==> src/rtl/frame_write_ctrl.sv <==
// Drains the camera pixel FIFO into rotating DDR3 frame buffers as fixed-length write bursts.
// Latency: request one cycle after the FIFO holds a chunk; backpressure via fifo_rdusedw gating and wr_burst_data_req.
// Optional FRAME_WRITE_STAT_EN adds frame_cnt/drop_cnt statistics outputs.
module frame_write_ctrl #(
    parameter int                   MEM_DATA_BITS = 64,
    parameter int                   ADDR_BITS     = 24,
    parameter int                   BURST_LEN     = 128,
    parameter int                   FRAME_WORDS   = 76800,
    parameter logic [ADDR_BITS-1:0] FRAME_STRIDE  = 24'h020000,
    parameter int                   NUM_BUFS      = 3,
    parameter int                   CLR_CYCLES    = 8
) (
    input  logic                     mem_clk,
    input  logic                     rst_n,
    input  logic                     calib_done,
    input  logic                     frame_start,
    output logic                     fifo_aclr,
    input  logic [10:0]              fifo_rdusedw,
    output logic                     fifo_rd_en,
    input  logic [MEM_DATA_BITS-1:0] fifo_q,
    output logic                     wr_burst_req,
    output logic [9:0]               wr_burst_len,
    output logic [ADDR_BITS-1:0]     wr_burst_addr,
    input  logic                     wr_burst_data_req,
    output logic [MEM_DATA_BITS-1:0] wr_burst_data,
    input  logic                     wr_burst_finish,
    output logic                     frame_done,
    output logic [1:0]               last_buf
`ifdef FRAME_WRITE_STAT_EN
    ,
    output logic [15:0]              frame_cnt,
    output logic [15:0]              drop_cnt
`endif
);

    localparam int RW = $clog2(FRAME_WORDS + 1);
    localparam int CW = $clog2(CLR_CYCLES + 1);

    typedef enum logic [2:0] {IDLE, CLR, WAIT, BURST, DONE} state_t;

    state_t                 state, state_nxt;
    logic [CW-1:0]          clr_cnt;
    logic [RW-1:0]          remaining;
    logic [RW-1:0]          rem_after;
    logic [ADDR_BITS-1:0]   addr;
    logic [1:0]             buf_idx;
    logic                   pending;
    logic [9:0]             chunk;
    logic                   abort;

    always_comb begin
        chunk = 10'(remaining);
        if (32'(remaining) > 32'(BURST_LEN))
            chunk = 10'(BURST_LEN);
    end

    assign rem_after = remaining - RW'(wr_burst_len);

    always_comb begin
        state_nxt = state;
        abort     = 1'b0;
        case (state)
            IDLE: if (frame_start && calib_done) state_nxt = CLR;
            CLR: begin
                if (!calib_done)
                    state_nxt = IDLE;
                else if (frame_start) begin
                    state_nxt = CLR;
                    abort     = 1'b1;
                end else if (clr_cnt == CW'(CLR_CYCLES - 1))
                    state_nxt = WAIT;
            end
            WAIT: begin
                if (!calib_done)
                    state_nxt = IDLE;
                else if (frame_start) begin
                    state_nxt = CLR;
                    abort     = 1'b1;
                end else if (fifo_rdusedw >= {1'b0, chunk})
                    state_nxt = BURST;
            end
            BURST: begin
                // A frame_start seen during the burst wins over completion: the frame is not credited.
                if (wr_burst_finish) begin
                    if (!calib_done)
                        state_nxt = IDLE;
                    else if (pending || frame_start) begin
                        state_nxt = CLR;
                        abort     = 1'b1;
                    end else if (rem_after == '0)
                        state_nxt = DONE;
                    else
                        state_nxt = WAIT;
                end
            end
            DONE:    state_nxt = (frame_start && calib_done) ? CLR : IDLE;
            default: state_nxt = IDLE;
        endcase
    end

    always_ff @(posedge mem_clk or negedge rst_n) begin
        if (!rst_n) begin
            state         <= IDLE;
            clr_cnt       <= '0;
            remaining     <= '0;
            addr          <= '0;
            buf_idx       <= 2'd0;
            last_buf      <= 2'd0;
            pending       <= 1'b0;
            wr_burst_len  <= 10'd0;
            wr_burst_addr <= '0;
        end else begin
            state   <= state_nxt;
            clr_cnt <= (state == CLR && state_nxt == CLR && !abort) ? clr_cnt + 1'b1 : '0;
            pending <= (state == BURST && state_nxt == BURST && calib_done) ? (pending | frame_start) : 1'b0;
            if (state == CLR) begin
                remaining <= RW'(FRAME_WORDS);
                addr      <= ADDR_BITS'(buf_idx) * FRAME_STRIDE;
            end
            if (state == WAIT && state_nxt == BURST) begin
                wr_burst_len  <= chunk;
                wr_burst_addr <= addr;
            end
            if (state == BURST && wr_burst_finish) begin
                addr      <= addr + ADDR_BITS'(wr_burst_len);
                remaining <= rem_after;
            end
            if (state == DONE) begin
                last_buf <= buf_idx;
                buf_idx  <= (buf_idx == 2'(NUM_BUFS - 1)) ? 2'd0 : buf_idx + 2'd1;
            end
        end
    end

    assign fifo_aclr     = (state == CLR);
    assign wr_burst_req  = (state == BURST);
    assign fifo_rd_en    = wr_burst_req && wr_burst_data_req;
    assign wr_burst_data = wr_burst_req ? fifo_q : '0;
    assign frame_done    = (state == DONE);

`ifdef FRAME_WRITE_STAT_EN
    always_ff @(posedge mem_clk or negedge rst_n) begin
        if (!rst_n) begin
            frame_cnt <= 16'd0;
            drop_cnt  <= 16'd0;
        end else begin
            if (state == DONE) frame_cnt <= frame_cnt + 16'd1;
            if (abort)         drop_cnt  <= drop_cnt + 16'd1;
        end
    end
`else
    logic unused_abort;
    assign unused_abort = abort;
`endif

endmodule

==> config.mk <==
export PLATFORM = sky130hd
export DESIGN_NAME = frame_write_ctrl
export DESIGN_NICKNAME = d
export VERILOG_FILES = /design/src/rtl/frame_write_ctrl.sv
export SDC_FILE = /design/constraint.sdc
export NUM_CORES = 1
export LEC_CHECK = 0
export CAP_MARGIN = 20
export CORE_UTILIZATION = 47
export CTS_CLUSTER_DIAMETER = 50
export DETAILED_ROUTE_END_ITERATION = 10
export PLACE_DENSITY = 0.91
export SLEW_MARGIN = 20
export SYNTH_ARGS = -nofsm -noshare
export SYNTH_HDL_FRONTEND = slang
export SYNTH_SLANG_ARGS = --single-unit
==> constraint.sdc <==
create_clock -name mem_clk -period 3.7 [get_ports mem_clk]
set_input_delay 0.37 -clock mem_clk [delete_from_list [all_inputs] [get_ports mem_clk]]
set_output_delay 0.37 -clock mem_clk [all_outputs]
set_load 0.01 [all_outputs]
==> metrics.sh <==
FINALNETCOUNT=874
R2R-END='wr_burst_len[6]'
DETAILEDROUTE.FIRSTPASSITERATIONCOUNT=5
HPWL_UM=13600
CTS_BUFFERS=9
CRIT_TOP_CELL='buf_4'
TIMING.CRITICAL_PATH.SLOWEST_STAGE_CELL='dfrtp_1'
FP.DIEAREA_UM2=12200
POST_SYNTH.CELL_AREA_AVG_UM2=9.45
ROUTABILITYCONGESTION=0.962
SYNTH-EDFF-COUNT=0
POST_ROUTE_CELLS_DRIVE_ABOVE_1_SHARE=0.0941
SYNTH.TOP_CELL.AREA_SHARE=0.393
TIMING.RR.START='remaining[14]'
VIAS_PER_CELL=5.97
NUMCLOCKSINKS=87
POST_DRT_WL_PER_CELL_UM=20.4
VDD.IR_DROP.WORST_mV=0.284
FINAL-MAX-SLEW-VIOLATION-COUNT=0
YS_ASYNC_SR_FRACTION=1.00
CLKLATENCYLATEPIN_NS=0.34
FIRST_GLOBAL_VIAS=5257
SETUP.WORST_PATH.CLASS='reg -> reg'
FILLER_CELL_COUNT=800
GRT_FIRST_PASS_WIRELENGTH_UM=28900
DRTANTENNAVIOLNETS=0
SYNTH_SEQUENTIAL_AREA_RATIO=0.393
SLEW_HEADROOM=0.458
START_UTIL=0.484
CRIT_PATH_CELL_TRACE='nor4_4 -> nand3_1 -> a21oi_1 -> buf_4 -> and2_1 -> ha_1 -> nand2b_1 -> a21o_1 -> a21oi_1 -> o21ai_1 -> a211oi_2 -> or3_4 -> buf_4 -> buf_4 -> mux2i_1'
GRT_MAX_DEGREE=88
NETLIST_INSTANCES=587
YOSYS_MOST_USED_DFF='dfrtp_1'
HOLD_CLASS='in -> async'
CRITPATHTOPFAMILY='simple AND/OR/NAND/NOR gates'
MAXCLOCKFREQUENCY_MHz=284
TIMING.REG2REG.WORST_PATH_DEPTH=15
WORST_PATH_CLK_SLEW_NS=0.06
STARTPOINT_TYPE='flop'
CTS_H_TREE_LVLS=3
FINAL_CYCLE_SHARE=0.951
DESIGN.PORTCOUNT=185
CRITICAL_PATH_REQUIRED_NS=3.95
WORST_SLEW_PIN_SLEW_NS=0.813
CTS_HOLD_REPAIR.BUFFERS=0
POSTROUTEWIRELENGTH_UM=18500
CLOCK_TREE.BUFFER_DEPTH=2
SYNTH-WARNING-COUNT=0
CTS-ROOT-BUF='clkbuf_16'
CRIT_ARRIVAL_NS=3.76
YS_SEQ_ELEMENTS=87
ROW_COUNT=39
FF2FF_SETUP_SLACK_NS=0.18
WP_BUF_INV=3
DRTITER0DRC=621
FLOW.AREA_GROWTH_FROM_SYNTHESIS_PCT=41.9
CORE_AREA_UM2=11500
MOSTFREQUENTLAYOUTCELL='clkdlybuf4s50_1'
POWER.LEAKAGE_nW=3.68
DIE_H_UM=111
DIEWIDTH_UM=111
FINALHOLDVIOLCOUNT=0
SETUP-TNS-FINAL_NS=0
WORST_HOLD_SLACK_NS=0.0772
SYNTH_LARGEST_AREA_CELL='dfrtp_1'
TIMING.CRITICAL_PATH.FROM='remaining[14]'
FINAL_CELL_MIX='clkdlybuf4s50_1 (183), dfrtp_1 (87), and3_1 (72), nand2_1 (48), o21ai_0 (38)'
GROUTE.USAGE.OVERALL=0.302
ROUTE.DETAILED.DRC=0
CTS_TREE='built'
NUMBER_OF_ANTENNA_VIOLATIONS_AT_THE_FIRST_CHECK_IN_GLOBAL_ROUTING=0
DETAILROUTE.VIA_COUNT=5421
SHORTEST_PERIOD_THE_WORST_PATH_ALLOWS_NS=3.52
SYNTH_AREA_LEADERS='dfrtp_1 (39%), and3_1 (8.1%), ha_1 (7.0%), mux2_4 (5.7%), o21ai_0 (3.5%)'
CAP_VIOL_MAX_COUNT=0
GRT_OVERFLOW=0
SYN_AREA_UM2=5550
SYNTH.LIB_CELLS_USED.DISTINCT=58
CELLPOWERDENSITY_nW_PER_UM2=270
END_KIND='flop'
CRITICAL_PATH.MAX_FANOUT=6
NUMPORTBUFFERS=184
RUN_STATUS='complete, no violations'
CRITICAL_PATH.MAX_STAGE_DELAY_NS=0.47
FINAL.SETUP_SKEW_NS=0.00785
DIODES=0
SETUP_VIOL=0
## report_power, final
part,total [W],switching [W],internal (W)
Clock,0.000955,0.000366,0.000589
Sequential,0.000967,0.0000106,0.000957
Combinational,0.000199,0.0000992,0.0000996
Total,0.00212,0.000476,0.00165
## final cells by class
cell class              count  area, µm²  area share
multi-input cells         446       3180       0.404
flip-flops and latches     87       2180       0.277
repair buffers            196       1950       0.247
clock buffers              10        229      0.0291
well taps                 143        179      0.0227
clock inverters             6       85.1      0.0108
inverters                  20       75.1     0.00954
## synthesized netlist by cell type, drive strengths merged, types with 7 or more instances
master,n
xnor2,11
mux2,27
nor2b,7
a21oi,25
nand2,48
and3,72
nand3,28
o21ai,42
o311ai,7
clkbuf,29
mux2i,13
xor2,7
inv,20
ha,31
nor2,28
dfrtp,87
nor4,7
nor3,7
## layer usage
layer / wire length, µm / track usage
met2: 8850 / 0.474
met3: 1460 / 0.0626
met4: 375 / 0.0747
met5: 0 / 0
met1: 7840 / 0.426
## registers in the layout (all words and copies together) (netlist names)
register       flops
addr              24
pending            1
last_buf           2
state              3
wr_burst_len      10
clr_cnt            4
remaining         17
wr_burst_addr     24
buf_idx            2
## logic make-up (layout without fill, tap and decap cells)
group | count (synthesis) | after routing | share of synthesized area
mux | 40 | 40 | 0.0925
flops | 87 | 87 | 0.393
fa+ha+maj | 33 | 33 | 0.0771
buf+inv | 55 | 232 | 0.0435
simple gates | 238 | 238 | 0.233
xor+xnor | 18 | 18 | 0.0284
other cells | 1 | 2 | 0.000676
compound gates | 115 | 115 | 0.132
## metrics by stage
stage               setup WS [ns]  cell area, µm²  cells  power (W)  utilization
floorplan                   0.484            5550    588    0.00104            -
global placement            0.274            7490    890    0.00116        0.653
detailed placement         0.0341            7490    890    0.00117        0.653
CTS                        0.0352            7820    906    0.00211        0.682
global route             -0.00881            7870    908    0.00218        0.686
finish                      0.181            7870    908    0.00212        0.686
## worst max-delay path by stage
stage,endpoint,slack [ns],cells past startpoint
3_5_place_dp,wr_burst_len[5],0.03,13
5_1_grt,wr_burst_len[3],-0.009,14
3_3_place_gp,wr_burst_addr[17],0.27,12
2_1_floorplan,wr_burst_addr[10],0.48,13
6_report,wr_burst_len[6],0.18,15
4_1_cts,wr_burst_len[5],0.04,13
## repair_timing
action,in CTS,in global routing
gates resized for setup,3,6
gates cloned,0,0
pin swaps,0,2
setup endpoints to repair,28,37
setup buffers,0,2
Note: power is estimated with default switching activity, not from simulation.
